`src/rtl/game_pkg.sv`:
```
// Shared game definitions: main FSM codes, settings register map, level presets
// and the packed layout of one board field.
package game_pkg;

  localparam logic [2:0] MENU  = 3'd0;
  localparam logic [2:0] SETUP = 3'd1;
  localparam logic [2:0] PLAY  = 3'd2;
  localparam logic [2:0] WIN   = 3'd3;
  localparam logic [2:0] LOSE  = 3'd4;

  localparam int ROW_COLUMN_NUMBER_REG_NUM = 0;
  localparam int MINE_NUM_REG_NUM          = 1;
  localparam int TIMER_SECONDS_REG_NUM     = 2;
  localparam int FIELD_SIZE_REG_NUM        = 3;
  localparam int BOARD_SIZE_REG_NUM        = 4;
  localparam int BOARD_XPOS_REG_NUM        = 5;
  localparam int BOARD_YPOS_REG_NUM        = 6;

  localparam logic [15:0] M_ROW_COLUMN_NUMBER = 16'd10;
  localparam logic [15:0] M_MINE_NUM          = 16'd15;
  localparam logic [15:0] M_TIMER_SECONDS     = 16'd300;
  localparam logic [15:0] M_FIELD_SIZE        = 16'd8;
  localparam logic [15:0] M_BOARD_SIZE        = 16'd80;
  localparam logic [15:0] M_BOARD_XPOS        = 16'd100;
  localparam logic [15:0] M_BOARD_YPOS        = 16'd50;

  typedef enum logic [1:0] {
    IDLE          = 2'd0,
    READ_SETTINGS = 2'd1,
    DRAW          = 2'd2
  } board_state_t;

  typedef struct packed {
    logic [3:0] adj;
    logic       mine;
    logic       flag;
    logic       defused;
  } field_t;

endpackage

```
`src/rtl/vga_if.sv`:
```
// One VGA pixel-stream stage: timing counters, sync/blank flags and colour.
interface vga_if;
  logic [10:0] vcount;
  logic [10:0] hcount;
  logic        vsync;
  logic        vblnk;
  logic        hsync;
  logic        hblnk;
  logic [11:0] rgb;

  modport in  (input vcount, hcount, vsync, vblnk, hsync, hblnk, rgb);
  modport out (output vcount, hcount, vsync, vblnk, hsync, hblnk, rgb);
endinterface

```
`src/rtl/wishbone_if.sv`:
```
// Classic single-beat Wishbone bus; a transfer completes on the clock where
// cyc&stb are high and ack is high, after which the master drops stb.
interface wishbone_if;
  logic [7:0]  adr;
  logic [15:0] dat_w;
  logic [15:0] dat_r;
  logic        we;
  logic        stb;
  logic        cyc;
  logic        ack;

  modport master (output adr, dat_w, we, stb, cyc, input dat_r, ack);
  modport slave  (input adr, dat_w, we, stb, cyc, output dat_r, ack);
endinterface

```
`src/rtl/board_pixel_locator.sv`:
```
// Maps the current pixel to a board field and in-field offset using counters
// that restart at the board origin, so no divider is needed.
module board_pixel_locator #(
  parameter int DW = 4
) (
  input  logic          clk,
  input  logic          rst,
  input  logic [10:0]   i_hcount,
  input  logic [10:0]   i_vcount,
  input  logic [15:0]   i_xpos,
  input  logic [15:0]   i_ypos,
  input  logic [15:0]   i_field_size,
  input  logic [15:0]   i_board_size,
  output logic          o_in_board,
  output logic [DW-1:0] o_row,
  output logic [DW-1:0] o_col,
  output logic          o_grid
);
  logic [15:0] w_h, w_v, w_fs_m1;
  logic [16:0] w_xend, w_yend;
  logic        w_line_start;
  logic [15:0] r_hoff, r_hcol, r_voff, r_vrow;
  logic [15:0] w_hoff, w_hcol, w_voff_nx, w_vrow_nx, w_voff, w_vrow;

  assign w_h          = {5'd0, i_hcount};
  assign w_v          = {5'd0, i_vcount};
  assign w_fs_m1      = i_field_size - 16'd1;
  assign w_xend       = {1'b0, i_xpos} + {1'b0, i_board_size};
  assign w_yend       = {1'b0, i_ypos} + {1'b0, i_board_size};
  assign w_line_start = (w_h == i_xpos);

  // Horizontal counters step every pixel; vertical ones step once per line,
  // at the pixel where the line crosses the board's left edge.
  always_comb begin
    w_hoff    = r_hoff + 16'd1;
    w_hcol    = r_hcol;
    w_voff_nx = r_voff + 16'd1;
    w_vrow_nx = r_vrow;
    if (w_line_start) begin
      w_hoff = '0;
      w_hcol = '0;
    end else if (r_hoff == w_fs_m1) begin
      w_hoff = '0;
      w_hcol = r_hcol + 16'd1;
    end
    if (w_v == i_ypos) begin
      w_voff_nx = '0;
      w_vrow_nx = '0;
    end else if (r_voff == w_fs_m1) begin
      w_voff_nx = '0;
      w_vrow_nx = r_vrow + 16'd1;
    end
  end

  assign w_voff = w_line_start ? w_voff_nx : r_voff;
  assign w_vrow = w_line_start ? w_vrow_nx : r_vrow;

  always_ff @(posedge clk) begin
    if (rst) begin
      r_hoff <= '0;
      r_hcol <= '0;
      r_voff <= '0;
      r_vrow <= '0;
    end else begin
      r_hoff <= w_hoff;
      r_hcol <= w_hcol;
      if (w_line_start) begin
        r_voff <= w_voff_nx;
        r_vrow <= w_vrow_nx;
      end
    end
  end

  assign o_in_board = (i_field_size != 16'd0) &&
                      (w_h >= i_xpos) && ({1'b0, w_h} < w_xend) &&
                      (w_v >= i_ypos) && ({1'b0, w_v} < w_yend);
  assign o_row      = w_vrow[DW-1:0];
  assign o_col      = w_hcol[DW-1:0];
  assign o_grid     = (w_hoff == 16'd0) || (w_voff == 16'd0);

endmodule

```
`src/rtl/draw_game_board.sv`:
```
// Minesweeper board renderer: caches the game settings, mirrors the board
// fields over Wishbone and overlays the grid on the VGA stream (1 clock).
module draw_game_board
  import game_pkg::*;
#(
  parameter int MAX_DIM          = 16,
  parameter int SETTINGS_REG_NUM = 8
) (
  input  logic       clk,
  input  logic       rst,
  input  logic [2:0] main_state,
  wishbone_if.master game_settings_wb,
  wishbone_if.master game_board_wb,
  vga_if.in          in,
  vga_if.out         out
);
  localparam int DW = $clog2(MAX_DIM);
  localparam int IW = $clog2(SETTINGS_REG_NUM);
  localparam int CW = $clog2(SETTINGS_REG_NUM + 1);

  board_state_t  board_state, w_next_state;
  logic [CW-1:0] settings_read_ctr;
  logic [15:0]   game_setup_cashe [SETTINGS_REG_NUM];
  field_t        game_board_mem [MAX_DIM][MAX_DIM];

  logic          r_set_gap, r_brd_gap;
  logic [DW-1:0] r_brd_row, r_brd_col;
  logic          w_set_stb, w_brd_stb, w_set_ack, w_brd_ack;
  logic [15:0]   w_rcn;
  logic [DW-1:0] w_last_idx;
  logic          w_in_board, w_grid;
  logic [DW-1:0] w_row, w_col;
  field_t        w_field;
  logic [11:0]   w_rgb;
  logic          w_unused_bits;

  always_ff @(posedge clk) begin
    if (rst) board_state <= IDLE;
    else     board_state <= w_next_state;
  end

  always_comb begin
    w_next_state = board_state;
    if (main_state != PLAY) begin
      w_next_state = IDLE;
    end else begin
      case (board_state)
        IDLE:          w_next_state = READ_SETTINGS;
        READ_SETTINGS: if (w_set_ack &&
                           settings_read_ctr == CW'(SETTINGS_REG_NUM - 1))
                         w_next_state = DRAW;
        DRAW:          w_next_state = DRAW;
        default:       w_next_state = IDLE;
      endcase
    end
  end

  // A strobe is withheld for the single clock after each ack.
  always_comb begin
    w_set_stb = (board_state == READ_SETTINGS) && !r_set_gap;
    w_brd_stb = (board_state == DRAW) && !r_brd_gap;
  end

  assign w_set_ack = w_set_stb && game_settings_wb.ack;
  assign w_brd_ack = w_brd_stb && game_board_wb.ack;

  assign game_settings_wb.cyc   = w_set_stb;
  assign game_settings_wb.stb   = w_set_stb;
  assign game_settings_wb.we    = 1'b0;
  assign game_settings_wb.dat_w = '0;
  assign game_settings_wb.adr   = 8'(settings_read_ctr);
  assign game_board_wb.cyc      = w_brd_stb;
  assign game_board_wb.stb      = w_brd_stb;
  assign game_board_wb.we       = 1'b0;
  assign game_board_wb.dat_w    = '0;
  assign game_board_wb.adr      = 8'({r_brd_row, r_brd_col});

  assign w_rcn = (game_setup_cashe[ROW_COLUMN_NUMBER_REG_NUM] > 16'(MAX_DIM)) ?
                 16'(MAX_DIM) : game_setup_cashe[ROW_COLUMN_NUMBER_REG_NUM];
  assign w_last_idx = (w_rcn == 16'd0) ? '0 : DW'(w_rcn - 16'd1);

  always_ff @(posedge clk) begin
    if (rst) begin
      settings_read_ctr <= '0;
      r_set_gap         <= 1'b0;
      r_brd_gap         <= 1'b0;
      r_brd_row         <= '0;
      r_brd_col         <= '0;
      for (int i = 0; i < SETTINGS_REG_NUM; i++) game_setup_cashe[i] <= '0;
      for (int r = 0; r < MAX_DIM; r++)
        for (int c = 0; c < MAX_DIM; c++) game_board_mem[r][c] <= '0;
    end else begin
      r_set_gap <= w_set_ack;
      r_brd_gap <= w_brd_ack;
      if (board_state == IDLE) begin
        settings_read_ctr <= '0;
      end else if (w_set_ack) begin
        game_setup_cashe[settings_read_ctr[IW-1:0]] <= game_settings_wb.dat_r;
        settings_read_ctr <= settings_read_ctr + 1'b1;
      end
      if (board_state != DRAW) begin
        r_brd_row <= '0;
        r_brd_col <= '0;
      end else if (w_brd_ack) begin
        game_board_mem[r_brd_row][r_brd_col] <= field_t'(game_board_wb.dat_r[6:0]);
        if (r_brd_col >= w_last_idx) begin
          r_brd_col <= '0;
          r_brd_row <= (r_brd_row >= w_last_idx) ? '0 : r_brd_row + 1'b1;
        end else begin
          r_brd_col <= r_brd_col + 1'b1;
        end
      end
    end
  end

  board_pixel_locator #(.DW(DW)) u_locator (
    .clk          (clk),
    .rst          (rst),
    .i_hcount     (in.hcount),
    .i_vcount     (in.vcount),
    .i_xpos       (game_setup_cashe[BOARD_XPOS_REG_NUM]),
    .i_ypos       (game_setup_cashe[BOARD_YPOS_REG_NUM]),
    .i_field_size (game_setup_cashe[FIELD_SIZE_REG_NUM]),
    .i_board_size (game_setup_cashe[BOARD_SIZE_REG_NUM]),
    .o_in_board   (w_in_board),
    .o_row        (w_row),
    .o_col        (w_col),
    .o_grid       (w_grid)
  );

  assign w_field       = game_board_mem[w_row][w_col];
  assign w_unused_bits = ^{game_board_wb.dat_r[15:7], w_field.adj};

  always_comb begin
    w_rgb = in.rgb;
    if (in.hblnk || in.vblnk)                       w_rgb = 12'h000;
    else if (!w_in_board || board_state != DRAW)   w_rgb = in.rgb;
    else if (w_grid)                               w_rgb = 12'h444;
    else if (w_field.defused && w_field.mine)      w_rgb = 12'h000;
    else if (w_field.defused)                      w_rgb = 12'hDDD;
    else if (w_field.flag)                         w_rgb = 12'hF00;
    else                                           w_rgb = 12'hAAA;
  end

  always_ff @(posedge clk) begin
    if (rst) begin
      out.hcount <= '0;
      out.vcount <= '0;
      out.hsync  <= 1'b0;
      out.vsync  <= 1'b0;
      out.hblnk  <= 1'b0;
      out.vblnk  <= 1'b0;
      out.rgb    <= '0;
    end else begin
      out.hcount <= in.hcount;
      out.vcount <= in.vcount;
      out.hsync  <= in.hsync;
      out.vsync  <= in.vsync;
      out.hblnk  <= in.hblnk;
      out.vblnk  <= in.vblnk;
      out.rgb    <= w_rgb;
    end
  end

endmodule

```
`src/flat_wrapper.sv`:
```
// flat-port wrapper written by rule: the top's interface ports become plain ports
module draw_game_board_flat import game_pkg::*;
#(
  parameter int MAX_DIM          = 16,
  parameter int SETTINGS_REG_NUM = 8
)
  (clk, rst, main_state, game_settings_wb_adr, game_settings_wb_dat_w, game_settings_wb_we, game_settings_wb_stb, game_settings_wb_cyc, game_settings_wb_dat_r, game_settings_wb_ack, game_board_wb_adr, game_board_wb_dat_w, game_board_wb_we, game_board_wb_stb, game_board_wb_cyc, game_board_wb_dat_r, game_board_wb_ack, in_vcount, in_hcount, in_vsync, in_vblnk, in_hsync, in_hblnk, in_rgb, out_vcount, out_hcount, out_vsync, out_vblnk, out_hsync, out_hblnk, out_rgb);
  wishbone_if game_settings_wb_i ();
  wishbone_if game_board_wb_i ();
  vga_if in_i ();
  vga_if out_i ();
  input  logic clk;
  input  logic rst;
  input  logic [2:0] main_state;
  output wire logic [$bits(game_settings_wb_i.adr)-1:0] game_settings_wb_adr;
  output wire logic [$bits(game_settings_wb_i.dat_w)-1:0] game_settings_wb_dat_w;
  output wire logic [$bits(game_settings_wb_i.we)-1:0] game_settings_wb_we;
  output wire logic [$bits(game_settings_wb_i.stb)-1:0] game_settings_wb_stb;
  output wire logic [$bits(game_settings_wb_i.cyc)-1:0] game_settings_wb_cyc;
  input wire logic [$bits(game_settings_wb_i.dat_r)-1:0] game_settings_wb_dat_r;
  input wire logic [$bits(game_settings_wb_i.ack)-1:0] game_settings_wb_ack;
  output wire logic [$bits(game_board_wb_i.adr)-1:0] game_board_wb_adr;
  output wire logic [$bits(game_board_wb_i.dat_w)-1:0] game_board_wb_dat_w;
  output wire logic [$bits(game_board_wb_i.we)-1:0] game_board_wb_we;
  output wire logic [$bits(game_board_wb_i.stb)-1:0] game_board_wb_stb;
  output wire logic [$bits(game_board_wb_i.cyc)-1:0] game_board_wb_cyc;
  input wire logic [$bits(game_board_wb_i.dat_r)-1:0] game_board_wb_dat_r;
  input wire logic [$bits(game_board_wb_i.ack)-1:0] game_board_wb_ack;
  input wire logic [$bits(in_i.vcount)-1:0] in_vcount;
  input wire logic [$bits(in_i.hcount)-1:0] in_hcount;
  input wire logic [$bits(in_i.vsync)-1:0] in_vsync;
  input wire logic [$bits(in_i.vblnk)-1:0] in_vblnk;
  input wire logic [$bits(in_i.hsync)-1:0] in_hsync;
  input wire logic [$bits(in_i.hblnk)-1:0] in_hblnk;
  input wire logic [$bits(in_i.rgb)-1:0] in_rgb;
  output wire logic [$bits(out_i.vcount)-1:0] out_vcount;
  output wire logic [$bits(out_i.hcount)-1:0] out_hcount;
  output wire logic [$bits(out_i.vsync)-1:0] out_vsync;
  output wire logic [$bits(out_i.vblnk)-1:0] out_vblnk;
  output wire logic [$bits(out_i.hsync)-1:0] out_hsync;
  output wire logic [$bits(out_i.hblnk)-1:0] out_hblnk;
  output wire logic [$bits(out_i.rgb)-1:0] out_rgb;
  assign game_settings_wb_adr = game_settings_wb_i.adr;
  assign game_settings_wb_dat_w = game_settings_wb_i.dat_w;
  assign game_settings_wb_we = game_settings_wb_i.we;
  assign game_settings_wb_stb = game_settings_wb_i.stb;
  assign game_settings_wb_cyc = game_settings_wb_i.cyc;
  assign game_settings_wb_i.dat_r = game_settings_wb_dat_r;
  assign game_settings_wb_i.ack = game_settings_wb_ack;
  assign game_board_wb_adr = game_board_wb_i.adr;
  assign game_board_wb_dat_w = game_board_wb_i.dat_w;
  assign game_board_wb_we = game_board_wb_i.we;
  assign game_board_wb_stb = game_board_wb_i.stb;
  assign game_board_wb_cyc = game_board_wb_i.cyc;
  assign game_board_wb_i.dat_r = game_board_wb_dat_r;
  assign game_board_wb_i.ack = game_board_wb_ack;
  assign in_i.vcount = in_vcount;
  assign in_i.hcount = in_hcount;
  assign in_i.vsync = in_vsync;
  assign in_i.vblnk = in_vblnk;
  assign in_i.hsync = in_hsync;
  assign in_i.hblnk = in_hblnk;
  assign in_i.rgb = in_rgb;
  assign out_vcount = out_i.vcount;
  assign out_hcount = out_i.hcount;
  assign out_vsync = out_i.vsync;
  assign out_vblnk = out_i.vblnk;
  assign out_hsync = out_i.hsync;
  assign out_hblnk = out_i.hblnk;
  assign out_rgb = out_i.rgb;
  draw_game_board #(.MAX_DIM(MAX_DIM), .SETTINGS_REG_NUM(SETTINGS_REG_NUM)) u_core (.clk(clk), .rst(rst), .main_state(main_state), .game_settings_wb(game_settings_wb_i), .game_board_wb(game_board_wb_i), .in(in_i), .out(out_i));
endmodule
```
`config.mk`:
```
export PLATFORM = sky130hd
export DESIGN_NAME = draw_game_board_flat
export DESIGN_NICKNAME = d
export VERILOG_FILES = /design/src/rtl/game_pkg.sv /design/src/rtl/vga_if.sv /design/src/rtl/wishbone_if.sv /design/src/rtl/board_pixel_locator.sv /design/src/rtl/draw_game_board.sv /design/src/flat_wrapper.sv
export SDC_FILE = /design/constraint.sdc
export NUM_CORES = 2
export LEC_CHECK = 0
export CAP_MARGIN = 40
export CORE_ASPECT_RATIO = 1.1
export CORE_MARGIN = 2
export CORE_UTILIZATION = 60
export CTS_CLUSTER_DIAMETER = 200
export DETAILED_ROUTE_END_ITERATION = 8
export PLACE_DENSITY_LB_ADDON = 0.25
export SLEW_MARGIN = 25
export SYNTH_ARGS = -nofsm -noshare
export SYNTH_HDL_FRONTEND = slang
export SYNTH_SLANG_ARGS = --single-unit
```
`constraint.sdc`:
```
create_clock -name clk -period 11.6 [get_ports clk]
set_clock_uncertainty 0.15 [all_clocks]
set_input_delay 2.9 -clock clk [delete_from_list [all_inputs] [get_ports clk]]
set_output_delay 2.9 -clock clk [all_outputs]
set_load 0.01 [all_outputs]
```
# Word level (Yosys, flattened, before mapping)
# Memory sizes are Yosys's and may differ from the RTL's.
# Cells that the tools add are included.
# word_totals
wordCells	128
out_inout_bits	92
input_bits	77
romBits	0
regBits	118
ramBits	1920
n_memories	2
latchBits	0
# op_classes
order_cmp	10
n_div	0
n_reduce_logical	32
addsub	11
mul	0
mux	42
n_shift	0
eq_ne	10
n_bitwise	2
# mem_list
memory	depth	width	read_ports	rd_clocked_by_memory_dff	wr	line	rtl
u_core.game_board_mem	16	112	1	0	16	draw_game_board.sv:24	field_t game_board_mem [MAX_DIM][MAX_DIM];
u_core.game_setup_cashe	8	16	5	0	8	draw_game_board.sv:23	logic [15:0] game_setup_cashe [SETTINGS_REG_NUM];
# op_table
operator	count
$mux 112	3
$mux 16	9
$reduce_or 112->1	1
$add 16x1->16 const B	4
$logic_not 16->1	3
$mux 12	4
$add 16x16->17	2
$lt 11x17->1	2
$eq 11x16->1	2
$eq 16x16->1	2
$ge 11x16->1	2
$bmux 7 s4	1
$demux 7 s4	1
$mux 4	7
$gt 16x5->1 const B	1
$reduce_bool 16->1	1
$reduce_or 16->1	1
$sub 16x1->16 const B	1
$add 4x1->4 const B	3
$logic_and 1x1->1	11
$mux 11	1
$ge 5x5->1 const B	2
$mux 1	10
$not 4->5	2
other kinds (19)	31

# Longest topological paths before layout
# An unclocked memory read counts as a cell.
# depth
depth_word	15
ltp_mapped	25

# Cells and area by module
# Synthesis repeated with hierarchy kept, for this count alone.
# unflattened
hier_cells	3850
hier_area_um2	46823.7
# by_module_without_submodules
module	cells_per_inst	instances	seq_area_each_um2	area_per_inst_um2
draw_game_board	3075	1	26545.5	41105.7
board_pixel_locator	775	1	800.8	5718.0

# Worst setup path before layout
# No wires, ideal clock.
# synth_timing
path_type	in2reg
start	input port in_hcount[0]
end	register u_core.out.rgb[10]
path_buffers	4
required_time_ns	11.325
path_slack_ns	4.436
stages	21
setup_time_ns	0.125
arrival_ns	6.889
cell_sequence	inv_1 > ha_1 > nand4_1 > nor2_1 > and3_1 > clkbuf_1 > mux2i_1 > or3b_2 > a211oi_1 > o21a_1 > buf_2 > clkbuf_1 > clkbuf_1 > nand3_1 > nand4_1 > a21oi_1 > a211oi_2 > a21oi_1 > or3_1 > mux2i_1 > a21oi_1
# synth_between
elab_chain_cells	11
elab_cells_between_ends	27
classes_between	2 x order compare; 1 x eq/ne; 12 x mux; 1 x bitwise; 10 x reduce/logical; 1 x memory
# synth_rtl
item	line	rtl
start: declaration	flat_wrapper.sv:30	input wire logic [$bits(in_i.hcount)-1:0] in_hcount;
$eq 11x16->1	board_pixel_locator.sv:30	assign w_line_start = (w_h == i_xpos);
$mux 4, on equally long branches	--	
$mem_v2 16x112 / $not 4->5 (equally long branches)	--	
$bmux 7 s4	draw_game_board.sv:131	assign w_field = game_board_mem[w_row][w_col];
$mux 3 (not written as such) (2 in a row)	draw_game_board.sv:131	
$mux 11	draw_game_board.sv:141	else if (w_field.flag) w_rgb = 12'hF00;
$mux 12	draw_game_board.sv:140	else if (w_field.defused) w_rgb = 12'hDDD;
$mux 12	draw_game_board.sv:139	else if (w_field.defused && w_field.mine) w_rgb = 12'h000;
$mux 12	draw_game_board.sv:138	else if (w_grid) w_rgb = 12'h444;
$mux 12 *	draw_game_board.sv:137	else if (!w_in_board || board_state != DRAW) w_rgb = in.rgb;
end signal: assignment	draw_game_board.sv:161	out.rgb <= w_rgb;
end: declaration	vga_if.sv:12	modport out (output vcount, hcount, vsync, vblnk, hsync, hblnk, rgb);
# Every way passes the cells marked *; elsewhere a longest branch is shown, timed or not. The select of a mux whose other input is x is not followed.
# A chain may end at the register's enable or synchronous reset.

# Final worst setup path
# layout_timing
start	input port in_hcount[3]
end	register u_core.out.rgb[2]
# layout_between
elab_chain_cells	10
elab_cells_between_ends	26
classes_between	2 x order compare; 1 x eq/ne; 11 x mux; 1 x bitwise; 10 x reduce/logical; 1 x memory
# layout_rtl
item	line
$eq 11x16->1	board_pixel_locator.sv:30
$mux 4, on equally long branches	--
$mem_v2 16x112 / $not 4->5 (equally long branches)	--
$bmux 7 s4	draw_game_board.sv:131
$mux 3 (not written as such) (2 in a row)	draw_game_board.sv:131
$mux 12 / $logic_and 1x1->1 (equally long branches)	draw_game_board.sv:140, draw_game_board.sv:139
$mux 12	draw_game_board.sv:139
$mux 12	draw_game_board.sv:138
$mux 12 *	draw_game_board.sv:137
# Marks and branches as above.

==> flow_metrics.env <==
export IMPL_final_nets=4736
export IMPL_rows=108
export IMPL_antenna_found_initial=1
export IMPL_ir_drop_uv=108
export IMPL_finalSetupViolCount=0
export IMPL_slowest_stage="a211oi_2"
export IMPL_startpoint_type="input port"
export IMPL_final_max_slew_viol_count=0
export IMPL_p_total_mw=7.51
export IMPL_hold_class="flop to flop"
export IMPL_tightestPinTransition_ns=1.13
export IMPL_finalHoldViolCount=0
export IMPL_multiInputGateArea_um2=18000
export IMPL_pin_count=169
export IMPL_ant_nets=0
export IMPL_cp_max_fo=62
export IMPL_drc=0
export IMPL_grt_max_degree=185
export IMPL_post_cts_buffers=0
export IMPL_cts_tree="built"
export IMPL_io_buffers=117
export IMPL_met3_usage_pct=5.91
export IMPL_min_period_over_period_pct=75.5
export IMPL_drt_total_wl_um=140000
export IMPL_synth_area_leader_cell="edfxtp_1"
export IMPL_ys_flop_type="edfxtp_1"
export IMPL_drive_above_1_share_pct=7.48
export IMPL_cts_htree_levels=3
export IMPL_cts_sinks=942
export IMPL_leakagePower_nw=17.8
export IMPL_outcome="finished, final reports clean"
export IMPL_via_per_inst=6.43
export IMPL_seqCellArea_um2=27300
export IMPL_synthTopCellsByArea="edfxtp_1 54%, nor2_1 6.9%, nand2_1 4.4%, o21bai_1 4.3%, dfxtp_1 4.0%"
export IMPL_synth_edff_count=848
export IMPL_path_clk_slew_ns=0.06
export IMPL_gp_congestion=1.00
export IMPL_cp_data_arrival_time_ns=9.20
export IMPL_critPathCaptureType="flop"
export IMPL_grt_use_total_pct=33.8
export IMPL_n_fill_cell=5868
export IMPL_final_util_pct=67.2
export IMPL_fmax_ghz=0.114
export IMPL_dp_final_hpwl_um=89300
export IMPL_cts_made_buffers=97
export IMPL_critPathMaxStageDelay_ns=0.67
export IMPL_die_h_um=299
export IMPL_ctsHoldBuffers=0
export IMPL_overflow=0
export IMPL_synth_cells=4609
export IMPL_async_flop_share_pct=0
export IMPL_routedWlPerCell_um=24.6
export IMPL_postSynthAreaPerCell_um2=10.3
export IMPL_grt_pass1_wl_um=206000
export IMPL_insertion_delay_ns=0.68
export IMPL_initial_core_util_pct=60.4
export IMPL_coreArea_um2=78500
export IMPL_met2_usage_pct=56.4
export IMPL_die_area_um2=81200
export IMPL_ys_ff_latch=942
export IMPL_antenna_cells=0
export IMPL_drt_iter0_markers=5378
export IMPL_rsz0062_at_grt="false"
export IMPL_crit_type="input port to flop"
export IMPL_final_cells=5685
export IMPL_synthTopCellsByCount="869 x nor2_1, 848 x edfxtp_1, 554 x nand2_1, 306 x clkbuf_1, 287 x nand3_1"
export IMPL_yosysWarnings=0
export IMPL_synth_top_area_share_pct=53.7
export IMPL_clockBufferDepth=3
export IMPL_min_period_ns=8.76
export IMPL_ys_seq_area_share_pct=57.7
export IMPL_yosysMostFrequentCell="nor2_1"
export IMPL_required_ns=12.04
export IMPL_vias=36600
export IMPL_die_width_um=272
export IMPL_place_inst=5491
export IMPL_crit_chain="clkdlybuf4s50_1, ha_1, nand4_1, nor2_1, and3_1, buf_6, nand2_1, or3_1, nor3_1, a31oi_2, buf_6, nor2_4, buf_12, a32oi_1, a31oi_1, nor4_1, mux2i_1, nor2_1, a211oi_2, a21boi_1, nor3_1"
export IMPL_met1_usage_pct=41.9
export IMPL_post_cts_resize_count=0
export IMPL_setup_tns_ns=0
export IMPL_pwr_density_cell_nw_per_um2=142
export IMPL_relSlewSlack_pct=24.7
export IMPL_first_pass_iters=8
export IMPL_syn_area_um2=47400
export IMPL_maxCapViolCount=0
export IMPL_grt_busiest_layer="met2"
export IMPL_synthDistinctLibCells=91
export IMPL_grt_pass1_vias=34600
export IMPL_syn2layout_area_growth_pct=11.4
export IMPL_cts_root_buffer="clkbuf_16"
-- layout by cell type (no fill, tap or decap), types with 18 or more instances in the layout --
master,synthesis,layout
nor2_1,869,868
edfxtp_1,848,848
nand2_1,554,539
nand3_1,287,279
o21bai_1,270,270
clkdlybuf4s50_1,0,116
a21oi_1,111,111
ha_1,101,101
clkbuf_16,0,97
dfxtp_1,94,94
and2_1,89,89
o21ai_0,86,86
mux2i_1,80,80
buf_4,55,80
a32oi_1,75,75
a31oi_1,72,71
inv_1,61,61
nand4_1,55,55
nor3_1,50,50
nor2b_1,49,49
xnor2_1,46,46
and3_1,45,45
conb_1,1,38
nor4_1,36,36
xor2_1,31,31
clkinv_1,1,27
a21o_1,25,25
buf_8,3,24
o22ai_1,22,22
buf_6,12,18
-- final cells by class --
cell class / instances / area share, %
flip-flops and latches: 942 / 51.8
well taps: 1045 / 2.48
multi-input cells: 3202 / 34.2
clock inverters: 71 / 1.51
inverters: 62 / 0.441
clock buffers: 112 / 4.76
repair buffers: 251 / 4.83
-- state kept, by name, summed over array words and instances, names as in the netlist --
register and flops:
u_core.u_locator.r_hoff 16, u_core.out.vcount 11, u_core.out.vsync 1, u_core.out.hblnk 1, u_core.u_locator.r_vrow 4, u_core.u_locator.r_voff 16
u_core.game_board_mem 768, u_core.r_brd_row 4, u_core.u_locator.r_hcol 4, u_core.board_state 2, u_core.out.hsync 1, u_core.out.rgb 12
u_core.r_set_gap 1, u_core.out.vblnk 1, u_core.settings_read_ctr 4, u_core.game_setup_cashe 80, u_core.r_brd_gap 1, u_core.out.hcount 11
u_core.r_brd_col 4
-- cell families (layout without fill, tap and decap cells) --
logic type,Yosys count,after routing,share of synthesized area (%)
flip-flops,942,942,57.7
buffers and inverters,502,496,4.81
XOR/XNOR,80,80,1.57
AND/OR/NAND/NOR,2124,2124,20.0
other,1,38,0.00791
adder cells (fa/ha/maj),103,103,2.75
AO/OA/AOI/OAI,774,774,11.4
multiplexers,83,83,1.76
-- per-stage QoR --
| stage | cell area [um^2] | setup slack, ns | hold WS, ns |
|---|---|---|---|
| after floorplan | 47500 | 4.44 | 0.313 |
| after global placement | 48800 | 1.87 | 0.341 |
| after detailed placement | 49300 | 1.82 | 0.351 |
| after CTS | 52600 | 2.52 | 0.364 |
| after global routing | 52800 | 2.61 | 0.399 |
| final | 52800 | 2.84 | 0.371 |
-- power by group --
part | total, mW | leakage, nW | switching (mW) | internal, mW
combinational | 0.351 | 7.35 | 0.206 | 0.145
clock | 3.26 | 1.60 | 1.38 | 1.88
sequential | 3.90 | 8.86 | 0.0569 | 3.84
-- worst max-delay path, delay by kind of cell --
kind	cells	cell delay, ns
simple gates	10	2.51
compound gates	5	1.59
buf+inv	4	1.32
mux	1	0.44
fa+ha+maj	1	0.35
-- final timing paths --
path                                 start                          to  slack, ns  cells past startpoint
min             u_core.u_locator.r_hoff[0]  u_core.u_locator.r_hoff[0]       0.37                      1
max                           in_hcount[3]           u_core.out.rgb[2]       2.84                     21
min reg2reg     u_core.u_locator.r_hoff[0]  u_core.u_locator.r_hoff[0]       0.37                      1
max reg2reg  u_core.game_setup_cashe[3][0]           u_core.out.rgb[2]       4.28                     20
-- layer usage --
metal	routed length [um]	share of wire, %	up-vias
met5	14	0.010	-
met2	67100	48	2418
met3	15900	11	486
met4	8450	6.0	2
li1	-	-	16300
met1	48700	35	17400
(Power assumes the default switching activity.)
